<file path="src/rtl/aes_round_sequencer.sv">
// Iterative AES-128 encryption controller: initial AddRoundKey, then rounds 1..NR-1
// through a shared middle-round datapath and round NR through the final-round unit.
module aes_round_sequencer #(
  parameter int NR     = 10,
  parameter int KIDX_W = 4
) (
  input  logic              clk,
  input  logic              reset_n,
  input  logic              in_valid,
  output logic              in_ready,
  input  logic [127:0]      in_block,
  output logic              out_valid,
  input  logic              out_ready,
  output logic [127:0]      out_block,
  output logic [KIDX_W-1:0] rk_idx,
  input  logic [127:0]      rk_data,
  output logic              rnd_in_valid,
  output logic [127:0]      rnd_in_state,
  output logic [127:0]      rnd_round_key,
  input  logic              rnd_out_valid,
  input  logic [127:0]      rnd_out_state,
  output logic              fin_in_valid,
  output logic [127:0]      fin_in_state,
  output logic [127:0]      fin_round_key,
  input  logic              fin_out_valid,
  input  logic [127:0]      fin_out_state,
  output logic              busy,
  output logic [KIDX_W-1:0] round_cnt
);

  typedef enum logic [2:0] {S_IDLE, S_ISSUE, S_WAIT, S_FISSUE, S_FWAIT, S_DONE} fsm_t;

  localparam logic [KIDX_W-1:0] LAST_MID = KIDX_W'(NR - 1);
  localparam logic [KIDX_W-1:0] FINAL    = KIDX_W'(NR);

  fsm_t              fsm, fsm_nx;
  logic [127:0]      state_reg, state_reg_nx;
  logic [KIDX_W-1:0] round_cnt_nx;

  always_ff @(posedge clk or negedge reset_n) begin
    if (!reset_n) begin
      fsm       <= S_IDLE;
      state_reg <= '0;
      round_cnt <= '0;
    end else begin
      fsm       <= fsm_nx;
      state_reg <= state_reg_nx;
      round_cnt <= round_cnt_nx;
    end
  end

  // Done flags are only honoured in the state that waits for them, so stray pulses are dropped.
  always_comb begin
    fsm_nx       = fsm;
    state_reg_nx = state_reg;
    round_cnt_nx = round_cnt;
    case (fsm)
      S_IDLE: if (in_valid) begin
        state_reg_nx = in_block ^ rk_data;
        round_cnt_nx = KIDX_W'(1);
        fsm_nx       = S_ISSUE;
      end
      S_ISSUE:  fsm_nx = S_WAIT;
      S_WAIT: if (rnd_out_valid) begin
        state_reg_nx = rnd_out_state;
        if (round_cnt == LAST_MID) begin
          round_cnt_nx = FINAL;
          fsm_nx       = S_FISSUE;
        end else begin
          round_cnt_nx = round_cnt + KIDX_W'(1);
          fsm_nx       = S_ISSUE;
        end
      end
      S_FISSUE: fsm_nx = S_FWAIT;
      S_FWAIT: if (fin_out_valid) begin
        state_reg_nx = fin_out_state;
        fsm_nx       = S_DONE;
      end
      S_DONE: if (out_ready) begin
        round_cnt_nx = '0;
        fsm_nx       = S_IDLE;
      end
      default: fsm_nx = S_IDLE;
    endcase
  end

  assign in_ready      = (fsm == S_IDLE);
  assign busy          = (fsm != S_IDLE);
  assign rnd_in_valid  = (fsm == S_ISSUE);
  assign fin_in_valid  = (fsm == S_FISSUE);
  assign out_valid     = (fsm == S_DONE);
  assign rk_idx        = round_cnt;
  assign rnd_in_state  = state_reg;
  assign fin_in_state  = state_reg;
  assign out_block     = state_reg;
  assign rnd_round_key = rk_data;
  assign fin_round_key = rk_data;

endmodule

</file>
<file path="config.mk">
export PLATFORM = sky130hd
export DESIGN_NAME = aes_round_sequencer
export DESIGN_NICKNAME = d
export VERILOG_FILES = /design/src/rtl/aes_round_sequencer.sv
export SDC_FILE = /design/constraint.sdc
export NUM_CORES = 1
export LEC_CHECK = 0
export CORE_AREA = 2 2 450 452
export CTS_BUF_LIST = sky130_fd_sc_hd__clkbuf_4
export CTS_CLUSTER_DIAMETER = 80
export CTS_CLUSTER_SIZE = 14
export DETAILED_ROUTE_END_ITERATION = 8
export DIE_AREA = 0 0 452 454
export SLEW_MARGIN = 10
export SYNTH_ARGS = -nofsm -noshare
export SYNTH_HDL_FRONTEND = slang
export SYNTH_SLANG_ARGS = --single-unit
</file>
<file path="constraint.sdc">
create_clock -name clk -period 2.07 [get_ports clk]
set_clock_uncertainty 0.05 [all_clocks]
set_input_delay 0.5175 -clock clk [delete_from_list [all_inputs] [get_ports clk]]
set_output_delay 0.5175 -clock clk [all_outputs]
set_load 0.005 [all_outputs]
</file>
==> results of run 1 <==
==> layout by cell type, fill, tap and decap left out, types with 3 or more instances in the layout <==
master                            count
sky130_fd_sc_hd__a22oi_1            116
sky130_fd_sc_hd__a22oi_2             12
sky130_fd_sc_hd__buf_12             235
sky130_fd_sc_hd__buf_16              11
sky130_fd_sc_hd__buf_2               21
sky130_fd_sc_hd__buf_4              260
sky130_fd_sc_hd__buf_6              613
sky130_fd_sc_hd__buf_8               42
sky130_fd_sc_hd__clkbuf_16           11
sky130_fd_sc_hd__clkbuf_2            14
sky130_fd_sc_hd__clkbuf_4            18
sky130_fd_sc_hd__clkdlybuf4s15_1      9
sky130_fd_sc_hd__clkdlybuf4s15_2      4
sky130_fd_sc_hd__clkdlybuf4s50_1    532
sky130_fd_sc_hd__dfrtp_1             26
sky130_fd_sc_hd__dfrtp_2            108
sky130_fd_sc_hd__diode_2             47
sky130_fd_sc_hd__dlygate4sd2_1       65
sky130_fd_sc_hd__dlymetal6s2s_1      43
sky130_fd_sc_hd__inv_6                4
sky130_fd_sc_hd__inv_8                3
sky130_fd_sc_hd__mux2_2               4
sky130_fd_sc_hd__mux2_4             124
sky130_fd_sc_hd__nand2_1              4
sky130_fd_sc_hd__nand3b_1             4
sky130_fd_sc_hd__o22ai_1             82
sky130_fd_sc_hd__o22ai_2             45
sky130_fd_sc_hd__xnor2_1            128
==> cell type report <==
cell class                 count  share of cell area
sequential                   135               0.102
clock buffer                  18             0.00394
clock inverter                14             0.00481
antenna                       47             0.00343
tap                         2672              0.0974
inverter                       4            0.000510
multi-input combinational    549               0.160
timing repair buffer        1862               0.628
==> metrics by stage <==
stage | setup slack, ps | utilization
floorplan | 285 | -
CTS | -620 | 0.162
global route | -585 | 0.171
finish | -503 | 0.171
detailed placement | -439 | 0.136
global placement | -446 | 0.136
==> power by group <==
| group | switching (uW) | internal, uW |
|---|---|---|
| combinational | 18100 | 23900 |
| clock | 1520 | 766 |
| sequential | 1690 | 4240 |
| total | 21300 | 28900 |
==> worst reg2reg max path, cell delays in order, from the launching register on <==
cell and delay, ps:
sky130_fd_sc_hd__dfrtp_1 460, sky130_fd_sc_hd__buf_4 160, sky130_fd_sc_hd__buf_6 110, sky130_fd_sc_hd__buf_4 140, sky130_fd_sc_hd__nor2b_4 170, sky130_fd_sc_hd__o21ba_4 250
sky130_fd_sc_hd__buf_6 130, sky130_fd_sc_hd__buf_12 160, sky130_fd_sc_hd__clkbuf_16 240, sky130_fd_sc_hd__o22ai_2 100, sky130_fd_sc_hd__mux2_4 260
==> cell usage after synthesis, drive strengths merged (2+ instances only) <==
| cell type | count | share of area |
|---|---|---|
| nand2b | 2 | 0.00097 |
| dfrtp | 135 | 0.26 |
| nand2 | 4 | 0.0012 |
| nor2b | 3 | 0.0020 |
| nor2 | 3 | 0.0015 |
| a22oi | 128 | 0.074 |
| o22ai | 129 | 0.063 |
| inv | 4 | 0.0012 |
| buf | 587 | 0.34 |
| ha | 2 | 0.0019 |
| nand3b | 4 | 0.0023 |
| mux2 | 128 | 0.15 |
| xnor2 | 128 | 0.087 |
| a21o | 2 | 0.0012 |
| o31ai | 2 | 0.0012 |
| o21ai | 2 | 0.00078 |
| mux2i | 2 | 0.0016 |
| clkbuf | 3 | 0.00087 |
==> cells by family after synthesis <==
family / after synthesis / share of synthesized area
compound gates: 268 / 0.145
mux: 130 / 0.148
flops: 135 / 0.262
simple gates: 21 / 0.0106
buf+inv: 594 / 0.346
fa+ha+maj: 2 / 0.00194
xor+xnor: 128 / 0.0869
==> state kept, by name, summed over array words and instances (netlist names) <==
name,count
fin_in_state,128
rk_idx,4
fsm,3
==> routing by layer <==
layer	track usage	up-vias	wire, microns
li1	-	6629	-
met1	0.213	8557	74500
met2	0.286	1408	89800
met3	0.0877	339	25200
met4	0.0665	116	7860
met5	0	-	752
==> final timing paths <==
| check | from | to | slack, ps | cells after the start |
|---|---|---|---|---|
| max in group asynchronous | reset_n | fin_in_state[19] | 1040 | 3 |
| worst min-delay path | reset_n | fin_in_state[65] | 130 | 2 |
| worst min register to register | fin_in_state[20] | fin_in_state[20] | 560 | 1 |
| worst max register to register | fsm[1] | fin_in_state[93] | -250 | 10 |
| worst max-delay path | fsm[1] | in_ready | -500 | 4 |
| min in group clk | rk_data[74] | fin_in_state[74] | 340 | 5 |
==> repair_timing <==
item | CTS | global route
gates cloned | 8 | 14
resized for setup | 2280 | 330
endpoints found under the setup margin | 656 | 540
pin swaps | 6 | 15
setup buffers | 375 | 91
endpoints found under the hold margin | 135 | 0
hold buffers | 1 | 0
==> impl_table.tex, run 1 <==
\begin{tabular}{lr}
\hline
Metric & Value \\
\hline
\multicolumn{2}{l}{\textbf{Placed design}} \\
Port bufs & 1170 \\
Area after DPL & 0.0274 sq mm \\
Final RePlAce weighted congestion & 1.00 \\
Post-DP HPWL & 164 mm \\
Placed instance count & 4794 \\
\multicolumn{2}{l}{\textbf{Critical path}} \\
Critical path's slowest cell & sky130\_fd\_sc\_hd\_\_dfrtp\_1 \\
Startpoint-to-endpoint class of the critical path & reg -> out \\
Bufs and invs on worst path & 3 \\
Endpoint kind of the worst setup timing path & primary output \\
Kind of cell with the highest combined delay on the critical path & flip-flops \\
Required time of the worst setup path & 1500 ps \\
Nature of the critical path startpoint & register \\
Data arrival time at the worst-slack endpoint & 2010 ps \\
Ordered cell list for the critical path & or3\_4 -> buf\_6 -> inv\_4 -> buf\_12 \\
Critical path peak fanout & 4 \\
Largest stage delay, worst path & 460 ps \\
\multicolumn{2}{l}{\textbf{Die}} \\
Die extent in y & 454 microns \\
Effective utilization at floorplan & 0.0642 \\
Number of top-level design ports & 1171 \\
Number of rows created at floorplan & 165 \\
Die ar. & 0.205 sq mm \\
Die width & 452 microns \\
Placeable Area & 0.201 sq mm \\
\multicolumn{2}{l}{\textbf{Synth}} \\
Count of distinct cell types in the synthesized netlist & 35 \\
Flops \& latches, synth & 135 \\
Most used flip-flop cell after synthesis & sky130\_fd\_sc\_hd\_\_dfrtp\_1 \\
Synth Warn \# & 0 \\
Area of the mapped netlist & 0.0129 sq mm \\
Sequential fraction of the synthesis area & 0.262 \\
EDFF count, synth & 0 \\
Number of standard cells after synthesis & 1278 \\
Syn\_nets & 1798 \\
Avg Synthesized Cell Area & 10.1 sq um \\
Ys async rst share & 1.00 \\
\multicolumn{2}{l}{\textbf{Layout}} \\
Flip-flop and latch area & 0.00352 sq mm \\
Count of placed standard cells in the final layout, fillers left out & 5301 \\
Layout Nets & 3089 \\
Layout cell share with drive strength beyond 1 & 0.601 \\
Area used by multi-input combinational logic & 0.00548 sq mm \\
Area growth syn-to-layout & 166\% \\
Final std cell area, no fill & 0.0343 sq mm \\
Number of fillers in the final layout & 22300 \\
\multicolumn{2}{l}{\textbf{Clock tree}} \\
\# H-tree levels & 4 \\
Worst-case clock buffer depth & 2 \\
Number of buffers created by CTS & 17 \\
Worst-Skew Late Latency & 830 ps \\
CTS tree & yes \\
Clock root buffer & sky130\_fd\_sc\_hd\_\_clkbuf\_4 \\
Number of sinks on the clock net & 135 \\
Clock-pin transition on the worst setup and hold timing paths & 190 ps \\
\multicolumn{2}{l}{\textbf{Route}} \\
First-pass iteration count of the detailed router & 8 \\
DRC viols & 0 \\
DRT antenna net count & 0 \\
Routed length per instance & 37.4 microns \\
First-iteration detailed-routing DRC count & 1895 \\
Wire length after detailed routing & 198 mm \\
Number of vias per cell & 3.22 \\
Number of vias after detailed routing & 17000 \\
\multicolumn{2}{l}{\textbf{Timing}} \\
Setup slack after layout & -503 ps \\
Worst slew pin tran & 631 ps \\
Tcrit/Tclk final & 1.24 \\
Final count of negative-setup-slack endpoints & 481 \\
Setup tns final & -53530 ps \\
Number of hold-slack violations in the final timing report & 0 \\
Peak clock frequency supported by timing & 389 MHz \\
RSZ-0062 raised after global routing & yes \\
Hold Slack & 130 ps \\
Final Max Tran Viols & 0 \\
Slew margin rel. & 0.579 \\
Final critical path time including I/O delays and setup & 2570 ps \\
\multicolumn{2}{l}{\textbf{Run status}} \\
Failing checks & negative setup slack \\
Status & finished, violations left \\
\multicolumn{2}{l}{\textbf{GRT}} \\
Overall fraction of global-route tracks in use & 0.182 \\
Vias in the first global route & 15700 \\
Antenna violations before repair & 138 \\
Wire length of the first global-routing pass & 227 mm \\
Largest net degree at the start of global routing & 67 \\
Overflow left after global routing & 0 \\
\multicolumn{2}{l}{\textbf{Pwr}} \\
Worst ir drop on vdd & 0.000820 V \\
Leak Pwr & 0.0144 uW \\
Post-layout total power & 50300 uW \\
Power per standard cell area & 1460 mW/mm\^{}2 \\
\multicolumn{2}{l}{\textbf{Run}} \\
Number of maximum-capacitance constraint violations & 0 \\
\multicolumn{2}{l}{\textbf{Worst hold path}} \\
Path class of the lowest-slack min-delay path & in -> async \\
\hline
\end{tabular}
Power figures use the tool's default switching activity.
==> run 2: changes to the inputs <==
--- a/config.mk
+++ b/config.mk
@@ -11,7 +11,10 @@
 export CTS_CLUSTER_SIZE = 14
 export DETAILED_ROUTE_END_ITERATION = 8
 export DIE_AREA = 0 0 452 454
+export RECOVER_POWER = 25
+export REMOVE_ABC_BUFFERS = 1
 export SLEW_MARGIN = 10
 export SYNTH_ARGS = -nofsm -noshare
 export SYNTH_HDL_FRONTEND = slang
 export SYNTH_SLANG_ARGS = --single-unit
+export TNS_END_PERCENT = 10
==> run 2 against run 1 <==
Effect of this change: the run still ends with negative setup slack left; critical path depth stayed put; die area stayed put; worst setup slack worse by 15 ps; via count is 9.8% lower; count of clock-buffer cells in the layout is 1 higher; cell count is 7.3% lower; utilization is 3.5 points lower; first-iteration DRC count is 20% lower; flip-flop and latch count stayed put; maximum frequency is 0.59% lower; combinational power is 41% lower; clock power is 11% higher; critical path type unchanged; largest cell class unchanged; largest power group unchanged.
==> impl_table.tex, run 2 (same netlist as run 1, synthesis figures left out) <==
\begin{tabular}{lr}
\hline
Metric & Value \\
\hline
\multicolumn{2}{l}{\textbf{Die}} \\
Placeable Area & 0.201 sq mm \\
Number of rows created at floorplan & 165 \\
Number of top-level design ports & 1171 \\
Die width & 452 microns \\
Effective utilization at floorplan & 0.0642 \\
Die extent in y & 454 microns \\
Die ar. & 0.205 sq mm \\
\multicolumn{2}{l}{\textbf{Critical path}} \\
Origin of the critical flop-to-flop path & fsm[1] \\
Endpoint kind of the worst setup timing path & primary output \\
Critical path peak fanout & 3 \\
Nature of the critical path startpoint & register \\
Startpoint of the most critical setup path & fsm[2] \\
Ordered cell list for the critical path & buf\_6 -> or3\_4 -> inv\_2 -> buf\_6 \\
Data arrival time at the worst-slack endpoint & 2020 ps \\
Critical path's slowest cell & sky130\_fd\_sc\_hd\_\_dfrtp\_2 \\
Startpoint-to-endpoint class of the critical path & reg -> out \\
Largest stage delay, worst path & 470 ps \\
Required time of the worst setup path & 1500 ps \\
Most numerous cell on the critical path & sky130\_fd\_sc\_hd\_\_buf\_6 \\
\multicolumn{2}{l}{\textbf{Worst hold path}} \\
Path class of the lowest-slack min-delay path & in -> reg \\
Launch instance of the worst min-delay path & rk\_data[49] \\
\multicolumn{2}{l}{\textbf{Timing}} \\
Final critical path time including I/O delays and setup & 2590 ps \\
Slew margin rel. & 0.270 \\
Final count of negative-setup-slack endpoints & 554 \\
Worst slew pin tran & 1090 ps \\
Peak clock frequency supported by timing & 386 MHz \\
Number of hold-slack violations in the final timing report & 0 \\
Tcrit/Tclk final & 1.25 \\
Setup slack after layout & -518 ps \\
Setup tns final & -46060 ps \\
Final Max Tran Viols & 0 \\
RSZ-0062 raised after global routing & yes \\
Hold Slack & 266 ps \\
\multicolumn{2}{l}{\textbf{Layout}} \\
Commonest non-fill, non-tap cell in the layout & sky130\_fd\_sc\_hd\_\_clkdlybuf4s50\_1 \\
Area growth syn-to-layout & 111\% \\
Layout Nets & 2675 \\
Number of flip-flops in the largest register & 128 \\
Most frequent cells in the layout & sky130\_fd\_sc\_hd\_\_clkdlybuf4s50\_1 (609), sky130\_fd\_sc\_hd\_\_buf\_4 (201), sky130\_fd\_sc\_hd\_\_clkbuf\_2 (176) \\
Count of placed standard cells in the final layout, fillers left out & 4915 \\
Layout cell share with drive strength beyond 1 & 0.500 \\
Number of fillers in the final layout & 22800 \\
\multicolumn{2}{l}{\textbf{Clock tree}} \\
Number of sinks on the clock net & 135 \\
Worst-Skew Late Latency & 870 ps \\
Clock-pin transition on the worst setup and hold timing paths & 200 ps \\
Clock root buffer & sky130\_fd\_sc\_hd\_\_clkbuf\_4 \\
\# H-tree levels & 4 \\
Number of buffers created by CTS & 17 \\
Worst-case clock buffer depth & 2 \\
CTS tree & yes \\
\multicolumn{2}{l}{\textbf{GRT}} \\
Wire length of the first global-routing pass & 222 mm \\
Vias in the first global route & 14000 \\
Overflow left after global routing & 0 \\
Overall fraction of global-route tracks in use & 0.181 \\
Antenna violations before repair & 242 \\
Largest net degree at the start of global routing & 49 \\
\multicolumn{2}{l}{\textbf{Pwr}} \\
Power per standard cell area & 1290 mW/mm\^{}2 \\
Post-layout total power & 35200 uW \\
Worst ir drop on vdd & 0.000468 V \\
Leak Pwr & 0.0110 uW \\
\multicolumn{2}{l}{\textbf{Placed design}} \\
Placed instance count & 4705 \\
Port bufs & 1170 \\
Worst setup timing slack at the placement stage & -397 ps \\
Post-DP HPWL & 178 mm \\
Final RePlAce weighted congestion & 1.20 \\
\multicolumn{2}{l}{\textbf{Run status}} \\
Failing checks & negative setup slack \\
Status & finished, violations left \\
\multicolumn{2}{l}{\textbf{Route}} \\
First-pass iteration count of the detailed router & 8 \\
First-iteration detailed-routing DRC count & 1510 \\
DRC viols & 0 \\
Number of vias after detailed routing & 15400 \\
DRT antenna net count & 0 \\
Number of vias per cell & 3.13 \\
Wire length after detailed routing & 195 mm \\
Routed length per instance & 39.6 microns \\
\multicolumn{2}{l}{\textbf{Run}} \\
Number of maximum-capacitance constraint violations & 0 \\
\hline
\end{tabular}
run 2: cell count changes in the layout (fill, tap and decap cells not counted), moves of 34 or more:
| cell | delta |
|---|---|
| sky130_fd_sc_hd__buf_12 | -76 |
| sky130_fd_sc_hd__buf_2 | +54 |
| sky130_fd_sc_hd__buf_4 | -59 |
| sky130_fd_sc_hd__buf_6 | -457 |
| sky130_fd_sc_hd__buf_8 | -34 |
| sky130_fd_sc_hd__clkbuf_2 | +162 |
| sky130_fd_sc_hd__clkdlybuf4s50_1 | +77 |
| sky130_fd_sc_hd__dlygate4sd2_1 | -65 |
| sky130_fd_sc_hd__o22ai_1 | +45 |
| sky130_fd_sc_hd__o22ai_2 | -43 |
run 2: per-layer routing:
layer	vias to the layer above	routed length [microns]	GRT usage
met2	1402	95800	0.314
met5	-	1560	0.0147
li1	5819	-	-
met1	7513	63500	0.177
met3	500	23500	0.0989
met4	148	10200	0.0786
run 2: repair_timing:
item	CTS	global route
pin swaps	2	3
setup buffers	63	41
hold buffers	2	0
endpoints found under the hold margin	135	0
setup endpoints to repair	608	676
gates resized for setup	842	619
run 2: worst paths after layout:
check	cells after the start	end	slack, ps
min reg2reg	1	fin_in_state[7]	530
min	4	fin_in_state[49]	270
max	4	in_ready	-520
max reg2reg	8	fin_in_state[91]	-220
min in group asynchronous	3	fin_in_state[96]	880
max in group asynchronous	3	fin_in_state[106]	-130
run 2: final cells by class:
| type | count | area [sq um] | share of cell area |
|---|---|---|---|
| inverter | 4 | 15.0 | 0.000551 |
| clock inverter | 12 | 200 | 0.00735 |
| tap | 2672 | 3340 | 0.123 |
| multi-input combinational | 549 | 5150 | 0.189 |
| timing repair buffer | 1448 | 14700 | 0.538 |
| clock buffer | 19 | 143 | 0.00524 |
| sequential | 135 | 3540 | 0.130 |
| antenna | 76 | 190 | 0.00698 |
run 2: per-stage QoR:
stage / cell area (sq um) / util
after floorplan: 8460 / -
after global placement: 26300 / 0.131
after detailed placement: 26300 / 0.131
after CTS: 27200 / 0.136
after global routing: 27200 / 0.135
final: 27200 / 0.136
run 2: worst max-delay path: cells and delay by family, from the launching register on:
| family | cells | cell delay [ps] |
|---|---|---|
| simple gates | 1 | 390 |
| flops | 1 | 470 |
| buf+inv | 3 | 300 |
run 2: where the power goes:
part / total (uW) / internal [uW] / switching (uW)
clock network: 2530 / 1100 / 1430
logic: 25000 / 13300 / 11700
registers: 7650 / 4280 / 3380
==> run 3: changes to the inputs <==
--- a/config.mk
+++ b/config.mk
@@ -6,7 +6,6 @@
 export NUM_CORES = 1
 export LEC_CHECK = 0
 export CORE_AREA = 2 2 450 452
-export CTS_BUF_LIST = sky130_fd_sc_hd__clkbuf_4
 export CTS_CLUSTER_DIAMETER = 80
 export CTS_CLUSTER_SIZE = 14
 export DETAILED_ROUTE_END_ITERATION = 8
==> run 3 against run 2 <==
Effect of this change: the run still ends with negative setup slack left; non-clock buffer count decreased by 62; wire length grew 0.27%; flip-flop and latch count stayed put; critical path depth increased by 1; largest cell class unchanged; final area up 0.39%; total power down 0.35%; count of clock-buffer cells in the layout stayed put; clock power increased by 46%; largest power group unchanged; global-route usage barely moved; combinational power fell by 8%.
==> impl_table.tex, run 3 (same netlist as run 1, synthesis figures left out) <==
\begin{tabular}{lr}
\hline
Metric & Value \\
\hline
\multicolumn{2}{l}{\textbf{Clock tree}} \\
Worst-Skew Late Latency & 530 ps \\
Number of buffers created by CTS & 17 \\
Clock root buffer & sky130\_fd\_sc\_hd\_\_clkbuf\_16 \\
CTS tree & yes \\
\# H-tree levels & 4 \\
Worst-case clock buffer depth & 2 \\
Clock-pin transition on the worst setup and hold timing paths & 90 ps \\
Number of sinks on the clock net & 135 \\
\multicolumn{2}{l}{\textbf{Placed design}} \\
Post-DP HPWL & 178 mm \\
Placed instance count & 4705 \\
Port bufs & 1170 \\
Final RePlAce weighted congestion & 1.20 \\
\multicolumn{2}{l}{\textbf{Layout}} \\
Commonest non-fill, non-tap cell in the layout & sky130\_fd\_sc\_hd\_\_clkdlybuf4s50\_1 \\
Layout Nets & 2613 \\
Number of fillers in the final layout & 22900 \\
Most frequent cells in the layout & sky130\_fd\_sc\_hd\_\_clkdlybuf4s50\_1 (513), sky130\_fd\_sc\_hd\_\_dlygate4sd2\_1 (448), sky130\_fd\_sc\_hd\_\_buf\_4 (161) \\
Number of flip-flops in the largest register & 128 \\
Area growth syn-to-layout & 112\% \\
Count of placed standard cells in the final layout, fillers left out & 4871 \\
Layout cell share with drive strength beyond 1 & 0.337 \\
\multicolumn{2}{l}{\textbf{Critical path}} \\
Endpoint kind of the worst setup timing path & primary output \\
Ordered cell list for the critical path & nor2b\_4 -> buf\_12 -> buf\_8 -> and2\_4 -> buf\_12 \\
Bufs and invs on worst path & 3 \\
Startpoint-to-endpoint class of the critical path & reg -> out \\
Critical path's slowest cell & sky130\_fd\_sc\_hd\_\_dfrtp\_2 \\
Kind of cell with the highest combined delay on the critical path & flip-flops \\
Critical path peak fanout & 6 \\
Most numerous cell on the critical path & sky130\_fd\_sc\_hd\_\_buf\_12 \\
Data arrival time at the worst-slack endpoint & 1660 ps \\
Largest stage delay, worst path & 450 ps \\
Required time of the worst setup path & 1500 ps \\
Nature of the critical path startpoint & register \\
\multicolumn{2}{l}{\textbf{Timing}} \\
Worst slew pin tran & 1150 ps \\
Slew margin rel. & 0.231 \\
RSZ-0062 raised after global routing & yes \\
Final count of negative-setup-slack endpoints & 80 \\
Final Max Tran Viols & 0 \\
Number of hold-slack violations in the final timing report & 0 \\
Setup slack after layout & -159 ps \\
Final critical path time including I/O delays and setup & 2230 ps \\
Peak clock frequency supported by timing & 449 MHz \\
Tcrit/Tclk final & 1.08 \\
Setup tns final & -2800 ps \\
\multicolumn{2}{l}{\textbf{GRT}} \\
Largest net degree at the start of global routing & 49 \\
Antenna violations before repair & 257 \\
Overall fraction of global-route tracks in use & 0.181 \\
Vias in the first global route & 13900 \\
Wire length of the first global-routing pass & 221 mm \\
Overflow left after global routing & 0 \\
\multicolumn{2}{l}{\textbf{Pwr}} \\
Cell-internal power & 18600 uW \\
Worst ir drop on vdd & 0.000763 V \\
Clock network power share & 0.105 \\
Power per standard cell area & 1280 mW/mm\^{}2 \\
Combinational power share & 0.660 \\
Net load switching power & 16400 uW \\
Power share of the sequential group & 0.235 \\
Switching fraction of total power & 0.469 \\
Leak Pwr & 0.0107 uW \\
\multicolumn{2}{l}{\textbf{Die}} \\
Die extent in y & 454 microns \\
Placeable Area & 0.201 sq mm \\
Die ar. & 0.205 sq mm \\
Number of rows created at floorplan & 165 \\
Number of top-level design ports & 1171 \\
Effective utilization at floorplan & 0.0642 \\
Die width & 452 microns \\
\multicolumn{2}{l}{\textbf{Route}} \\
DRT antenna net count & 0 \\
Number of vias per cell & 3.13 \\
DRC viols & 0 \\
First-iteration detailed-routing DRC count & 1505 \\
First-pass iteration count of the detailed router & 5 \\
Routed length per instance & 40.1 microns \\
Number of vias after detailed routing & 15200 \\
Wire length after detailed routing & 195 mm \\
\multicolumn{2}{l}{\textbf{Run status}} \\
Failing checks & negative setup slack \\
Status & finished, violations left \\
\multicolumn{2}{l}{\textbf{Run}} \\
Number of maximum-capacitance constraint violations & 0 \\
\multicolumn{2}{l}{\textbf{Worst hold path}} \\
Path class of the lowest-slack min-delay path & reg -> reg \\
\hline
\end{tabular}
==> run 3: changes by cell type in the layout (fill, tap and decap cells not counted), sizes merged, moves of 17 or more <==
cell,previous run,this run
clkdlybuf4s50,609,513
clkdlybuf4s15,9,26
dlymetal6s2s,49,2
dlygate4sd2,0,448
clkbuf,200,62
buf,599,345
diode,76,94
==> run 3: worst register-to-register path, stage by stage (launching register included) <==
cell and delay (ps):
sky130_fd_sc_hd__dfrtp_2 450, sky130_fd_sc_hd__buf_4 150, sky130_fd_sc_hd__buf_6 110, sky130_fd_sc_hd__nand3b_1 180
sky130_fd_sc_hd__buf_4 150, sky130_fd_sc_hd__buf_4 120, sky130_fd_sc_hd__buf_4 130, sky130_fd_sc_hd__o32a_4 210
sky130_fd_sc_hd__or4_1 490, sky130_fd_sc_hd__nand2_1 80
==> run 3: path summary, 6_finish.rpt <==
path / to / from / cells past startpoint / slack (ps)
setup / recovery: fin_in_valid / fsm[1] / 5 / -160
hold / removal: fin_in_state[78] / fin_in_state[78] / 1 / 540
setup reg to reg: rk_idx[3] / fsm[1] / 9 / -120
hold reg to reg: fin_in_state[78] / fin_in_state[78] / 1 / 540
max in group asynchronous: fin_in_state[7] / reset_n / 3 / 120
min in group asynchronous: fin_in_state[67] / reset_n / 2 / 710
==> run 3: area by class of cell <==
type	count	area, sq um	area share
Timing Repair Buffer	1386	14200	0.518
Multi-Input combinational cell	549	5420	0.198
Sequential cell	135	3530	0.129
Tap cell	2672	3340	0.122
Clock buffer	19	433	0.0158
Antenna cell	94	235	0.00860
Clock inverter	12	200	0.00732
Inverter	4	15.0	0.000549
==> run 3: power groups by stage <==
| stage | logic [uW] | registers [uW] | clock network (uW) |
|---|---|---|---|
| final | 23100 | 8240 | 3690 |
| after CTS | 22400 | 8240 | 3860 |
| after detailed placement | 23800 | 8240 | 0 |
| after global placement | 23600 | 8210 | 0 |
| after global routing | 24000 | 8330 | 3930 |
| after floorplan | 6630 | 6100 | 0 |
==> run 3: metrics by stage <==
stage               hold slack [ps]  worst slack, ps  total power [uW]  instance area, sq um   util
floorplan                       172            -5040             12700                  8460      -
detailed placement              382             -397             32100                 26300  0.131
finish                          539             -159             35100                 27400  0.136
global route                    554             -223             36300                 27200  0.135
global placement                383             -395             31800                 26300  0.131
CTS                             381             -233             34500                 27000  0.134
==> run 3: metal layers <==
layer	up-vias	track usage	wire, microns	part of all wire
met5	-	0	1110	0.0057
met2	1449	0.314	96800	0.50
met1	7399	0.174	62600	0.32
met4	152	0.0748	8950	0.046
met3	514	0.106	25700	0.13
li1	5727	-	-	-
==> run 3: what timing repair did <==
| item | in CTS | in global routing |
|---|---|---|
| endpoints found under the setup margin | 561 | 110 |
| setup buffers | 27 | 9 |
| gates cloned | 0 | 5 |
| pin swaps | 12 | 15 |
| hold buffers | 1 | 0 |
| resized for setup | 745 | 62 |
| hold endpoints to repair | 25 | 0 |
